<file path="src/rtl/tdm_pkg.sv">
// Shared sizing, counter-width helper and FSM state type for the TDM demultiplexer.
package tdm_pkg;

    function automatic int cnt_w(input int n);
        return (n > 1) ? $clog2(n) : 1;
    endfunction

    localparam int TDM_W    = 8;
    localparam int TDM_N_CH = 4;
    localparam int BIT_CW   = cnt_w(TDM_W);
    localparam int CH_CW    = cnt_w(TDM_N_CH);

    typedef enum logic {
        IDLE = 1'b0,
        RECV = 1'b1
    } state_t;

endpackage

</file>
<file path="src/rtl/tdm_slot_counter.sv">
// Bit-within-slot and slot-within-frame counters with wrap flags.
module tdm_slot_counter
    import tdm_pkg::*;
#(
    parameter int W    = TDM_W,
    parameter int N_CH = TDM_N_CH,
    parameter int BW   = cnt_w(W),
    parameter int CW   = cnt_w(N_CH)
) (
    input  logic          clk,
    input  logic          rst,
    input  logic          en,
    input  logic          load1,
    output logic [CW-1:0] ch_cnt,
    output logic          bit_wrap,
    output logic          frame_wrap
);

    logic [BW-1:0] bit_cnt;

    assign bit_wrap   = (bit_cnt == BW'(W - 1));
    assign frame_wrap = bit_wrap && (ch_cnt == CW'(N_CH - 1));

    always_ff @(posedge clk) begin
        if (rst) begin
            bit_cnt <= '0;
            ch_cnt  <= '0;
        end else if (load1) begin
            // The frame-sync bit itself is bit 0 of channel 0, so counting resumes at 1.
            bit_cnt <= BW'(1);
            ch_cnt  <= '0;
        end else if (en) begin
            if (bit_wrap) begin
                bit_cnt <= '0;
                ch_cnt  <= frame_wrap ? '0 : ch_cnt + 1'b1;
            end else begin
                bit_cnt <= bit_cnt + 1'b1;
            end
        end
    end

endmodule

</file>
<file path="src/rtl/tdm_demux.sv">
// Serial TDM frame receiver: shifts slot bits in, stages whole words, publishes a frame at once.
module tdm_demux
    import tdm_pkg::*;
#(
    parameter int W    = TDM_W,
    parameter int N_CH = TDM_N_CH
) (
    input  logic         clk,
    input  logic         rst,
    input  logic         Din,
    input  logic         Din_valid,
    input  logic         Fs,
    output logic [W-1:0] Y0,
    output logic [W-1:0] Y1,
    output logic [W-1:0] Y2,
    output logic [W-1:0] Y3,
    output logic         Y_valid,
    output logic [1:0]   Sel,
    output logic         Frame_err
);

    localparam int CW = cnt_w(N_CH);

    state_t              state;
    logic [W-1:0]        shreg;
    logic [W-1:0]        word_nxt;
    logic [3:0][W-1:0]   stage;
    logic [3:0][W-1:0]   stage_nxt;
    logic [CW-1:0]       ch_cnt;
    logic                bit_wrap;
    logic                frame_wrap;
    logic                start;
    logic                adv;

    assign start    = Din_valid && Fs;
    assign adv      = Din_valid && !Fs && (state == RECV);
    assign word_nxt = {shreg[W-2:0], Din};
    assign Sel      = 2'(ch_cnt);

    tdm_slot_counter #(.W(W), .N_CH(N_CH)) u_cnt (
        .clk        (clk),
        .rst        (rst),
        .en         (adv),
        .load1      (start),
        .ch_cnt     (ch_cnt),
        .bit_wrap   (bit_wrap),
        .frame_wrap (frame_wrap)
    );

    // The final slot is still in the shifter on the last bit, so outputs load from this view.
    always_comb begin
        stage_nxt = stage;
        if (bit_wrap)
            stage_nxt[ch_cnt] = word_nxt;
    end

    always_ff @(posedge clk) begin
        if (rst) begin
            state     <= IDLE;
            shreg     <= '0;
            stage     <= '0;
            Y0        <= '0;
            Y1        <= '0;
            Y2        <= '0;
            Y3        <= '0;
            Y_valid   <= 1'b0;
            Frame_err <= 1'b0;
        end else begin
            Y_valid   <= 1'b0;
            Frame_err <= 1'b0;
            if (start) begin
                shreg     <= W'(Din);
                state     <= RECV;
                Frame_err <= (state == RECV);
            end else if (adv) begin
                shreg <= word_nxt;
                if (bit_wrap)
                    stage <= stage_nxt;
                if (frame_wrap) begin
                    Y0      <= stage_nxt[0];
                    Y1      <= stage_nxt[1];
                    Y2      <= stage_nxt[2];
                    Y3      <= stage_nxt[3];
                    Y_valid <= 1'b1;
                    state   <= IDLE;
                end
            end
        end
    end

endmodule

</file>
<file path="config.mk">
export PLATFORM = sky130hd
export DESIGN_NAME = tdm_demux
export DESIGN_NICKNAME = d
export VERILOG_FILES = /design/src/rtl/tdm_pkg.sv /design/src/rtl/tdm_slot_counter.sv /design/src/rtl/tdm_demux.sv
export SDC_FILE = /design/constraint.sdc
export NUM_CORES = 1
export LEC_CHECK = 0
export CAP_MARGIN = 25
export CORE_AREA = 5 5 105 87
export CTS_CLUSTER_DIAMETER = 100
export DETAILED_ROUTE_END_ITERATION = 7
export DIE_AREA = 0 0 110 92
export PLACE_DENSITY = 0.69
export SYNTH_ARGS = -nofsm -noshare
export SYNTH_HDL_FRONTEND = slang
export SYNTH_HIERARCHICAL = 1
export SYNTH_SLANG_ARGS = --single-unit
</file>
<file path="constraint.sdc">
create_clock -name clk -period 4.1 [get_ports clk]
set_input_delay 0.82 -clock clk [delete_from_list [all_inputs] [get_ports clk]]
set_output_delay 0.82 -clock clk [all_outputs]
set_load 0.005 [all_outputs]
</file>
==> run summary <==
The count of nets left with antenna violations once routing finished came out at 0. The tools report the die footprint as 10100 sq um. Setup violations remaining at the end of the flow were counted as 0. The tools report the sum of internal, switching and leakage power as 0.00137 W.

The cts-stage hold buffer count came out at 0. The logs give 0 for the post-CTS setup repair buffer count and 3 for the total number of H-tree levels. For the final database, setup skew stands at 7.46 ps. The top cell type by area accounts for 45.2% of the synthesized area. Dividing the detail-routed via count by the number of cells gives 5.04. The number of antenna repair diodes is 0. STA classifies the critical path endpoint as a flip-flop. The clock net in this run drives a total of 79 sinks. The tools report the total routed wirelength as 7560 microns. At the pin with the least slew margin, the transition time is 900 ps.

After synthesis, the most frequently instantiated cells are sky130_fd_sc_hd__dfxtp_1 (79), sky130_fd_sc_hd__mux2i_1 (64), sky130_fd_sc_hd__nand2b_1 (43). The path class of the tightest hold or removal check is reg -> reg. Initial cell density of the core: 44.4%. For the number of nets in the layout, the log shows 372. The dominant cell by count in the synthesized netlist was sky130_fd_sc_hd__dfxtp_1.

The number of cells on the worst hold path came out at 2. The tools report the post-cts gate resize count as 0. Port buffer count: 40. In the synthesized netlist the dominant register cell turns out to be sky130_fd_sc_hd__dfxtp_1. The arrival time of the worst setup path is 2870 ps. The logs give 41 for the I/O pin count and 3500 sq um for the cell area after synthesis.

Final count of pins violating max slew: 0. For this run, the top clock speed supported by timing is 383 MHz. At the worst endpoint, the required time is 4360 ps.

The maximum buffer depth of the clock tree was 2. The die is 110 microns wide. The later pin in the worst-skew pair is clocked with a latency of 350 ps. Summing the sequential cell areas from Yosys gives 45.2% of the chip area. The via count of the first global-routing pass is 2327. The run gives 0 as the residual overflow from global routing. Clock tree synthesis selected as its root buffer the cell sky130_fd_sc_hd__clkbuf_8.

The power density over the cells was 336 nW/um^2. The clock period could shrink to 2610 ps. The wire length of the first global-routing pass came out at 12100 microns. The wire-length estimate of the detail-placed layout is 5040 microns. The number of register bits inferred by synthesis came out at 79.

TritonCTS built the clock tree. In the post-route analysis, the smallest setup slack over all paths is 1490 ps. Detailed routing inserted a total of 2406 vias.

The cell accounting for the most synthesized area was sky130_fd_sc_hd__dfxtp_1. Measured against its own limit, the worst slew margin works out to 40.0%. The worst-case IR drop observed on VDD is 0.179 mV.

The count of standard-cell rows was 29; the first-pass iteration count of the detailed router was 4. The routed wire length per instance was 15.8 microns. For the max-cap violation count, the log shows 0. The run finished with clean final reports.

The worst register-to-register path has a depth of 7. Before CTS, the worst setup slack after placement is 1280 ps. Of all nets on the critical path, the largest fanout is 34. After detailed routing, the number of remaining DRC violations is 0. Count of different cell masters after synthesis: 29. In this run the vertical extent of the chip is 92 microns. The register clock-pin slew on the reported worst setup and hold paths was 70 ps. The tools report the cell leakage power as 1.68 nW. After layout, the worst path uses 63.8% of the clock period.

Pin count of the biggest net entering global routing: 52. Setup repair after global routing left no endpoint under its margin. Type of the worst setup path: reg -> reg. The synthesized area per cell is 10.5 sq um. The final cell utilization of the core was 51.9%. The run gives 342 as the post-synth net total.

The number of flops mapped to enable cells by yosys was 0; the DRC violation total after the first TritonRoute iteration was 125. The count of final hold-check violations was 0. The placement-stage cell area came out at 3890 sq um. In the post-synthesis netlist, the biggest area contributors are sky130_fd_sc_hd__dfxtp_1 (45%), sky130_fd_sc_hd__mux2i_1 (18%), sky130_fd_sc_hd__nand2b_1 (7.7%).

Yosys printed 6 warnings. The core region is 7870 sq um. Across every metal layer, demand over resource in global routing totals 15.6%.

Routability-driven placement finished with a final weighted congestion of 0.810. The kind of launch point of the worst setup path was a flip-flop. Relative to the synthesized area, the layout overhead comes to 16.8%. Synthesis produced a netlist whose cell count is 334. The post-route netlist has 12.7% of its cells at a drive strength greater than 1. The post-route setup TNS was 0 ps. The initial antenna violation count was 0. The finished cells cover 4090 sq um. The filler cells instantiated in the layout total 737.

In this run, CTS created clock tree buffers numbering 9. Proportion of register bits with asynchronous set or reset after synthesis: 0%.
[critical path: stages, from the launching register on]
cell and delay [ps]:
sky130_fd_sc_hd__dfxtp_1 370, sky130_fd_sc_hd__ha_1 160, sky130_fd_sc_hd__ha_1 450, sky130_fd_sc_hd__and2_1 220
sky130_fd_sc_hd__and4b_2 530, sky130_fd_sc_hd__buf_4 470, sky130_fd_sc_hd__nor2_1 80, sky130_fd_sc_hd__a211oi_1 230
[per-stage QoR]
stage / hold WS, ps / std cells
2_1_floorplan: 437 / 334
3_3_place_gp: 450 / 461
3_5_place_dp: 450 / 461
4_1_cts: 470 / 477
5_1_grt: 480 / 477
6_report: 468 / 477
[cell families (layout without fill, tap and decap cells)]
logic type	after synthesis	count (layout)	share of synthesized area [%]
AND/OR/NAND/NOR	114	114	18.4
flip-flops	79	79	45.2
multiplexers	64	64	18.3
AO/OA/AOI/OAI	47	47	12.2
buffers and inverters	27	62	4.79
adder cells (fa/ha/maj)	3	3	1.07
[cell usage in the layout, fill, tap and decap left out, types with 2 or more instances in the layout]
| cell type | Yosys | final |
|---|---|---|
| sky130_fd_sc_hd__clkbuf_1 | 5 | 2 |
| sky130_fd_sc_hd__nand3_2 | 2 | 2 |
| sky130_fd_sc_hd__a211oi_1 | 12 | 12 |
| sky130_fd_sc_hd__clkbuf_8 | 0 | 10 |
| sky130_fd_sc_hd__a21bo_2 | 2 | 2 |
| sky130_fd_sc_hd__clkinv_2 | 0 | 3 |
| sky130_fd_sc_hd__or3b_1 | 2 | 2 |
| sky130_fd_sc_hd__nand2b_1 | 43 | 43 |
| sky130_fd_sc_hd__nor2_1 | 40 | 40 |
| sky130_fd_sc_hd__buf_4 | 7 | 3 |
| sky130_fd_sc_hd__a21oi_1 | 12 | 12 |
| sky130_fd_sc_hd__a211oi_2 | 20 | 20 |
| sky130_fd_sc_hd__inv_1 | 3 | 3 |
| sky130_fd_sc_hd__dfxtp_1 | 79 | 79 |
| sky130_fd_sc_hd__mux2i_1 | 64 | 64 |
| sky130_fd_sc_hd__nand2_1 | 11 | 11 |
| sky130_fd_sc_hd__clkdlybuf4s50_1 | 0 | 39 |
| sky130_fd_sc_hd__ha_1 | 3 | 3 |
| sky130_fd_sc_hd__nand3b_1 | 6 | 6 |
[worst paths after layout]
path	start	endpoint	slack, ps
setup / recovery	u_cnt/bit_cnt[0]$_SDFFE_PP0P_	Y0[4]$_SDFFE_PP0P_	1490
setup reg to reg	u_cnt/bit_cnt[0]$_SDFFE_PP0P_	Y0[4]$_SDFFE_PP0P_	1490
hold reg to reg	stage[2]$_SDFFE_PP0P_	Y0[2]$_SDFFE_PP0P_	470
hold / removal	stage[2]$_SDFFE_PP0P_	Y0[2]$_SDFFE_PP0P_	470
[flip-flops by register name (all words and copies together) (netlist names)]
register / cells
stage: 32
Y3: 8
u_cnt/ch_cnt: 2
u_cnt/bit_cnt: 3
Y1: 8
shreg: 7
Y_valid: 1
state: 1
Frame_err: 1
Y2: 8
Y0: 8
[power breakdown]
part	total [W]	internal [W]	leakage [nW]	switching (W)
logic	0.0000369	0.0000153	0.941	0.0000216
clock network	0.000562	0.000295	0.100	0.000266
registers	0.000772	0.000769	0.637	0.00000347
[routing by layer]
layer  wire [microns]  global-route usage (%)  up-vias  share of wire, %
met4               98                    5.09        0               1.3
met5                0                       0        -                 0
met1             3730                    20.9     1128                49
met2             3380                    24.2       48                45
li1                 -                       -     1222                 -
met3              351                    4.28        8               4.6
[area by class of cell]
type | instances | area, sq um | area share (%)
inverter | 3 | 11.3 | 0.276
clock inverter | 4 | 45.0 | 1.10
tap | 108 | 135 | 3.31
multi-input combinational | 228 | 1750 | 42.8
clock buffer | 12 | 145 | 3.55
timing repair buffer | 43 | 418 | 10.2
sequential | 79 | 1580 | 38.7
No activity file was read; power rests on OpenSTA's default activity.
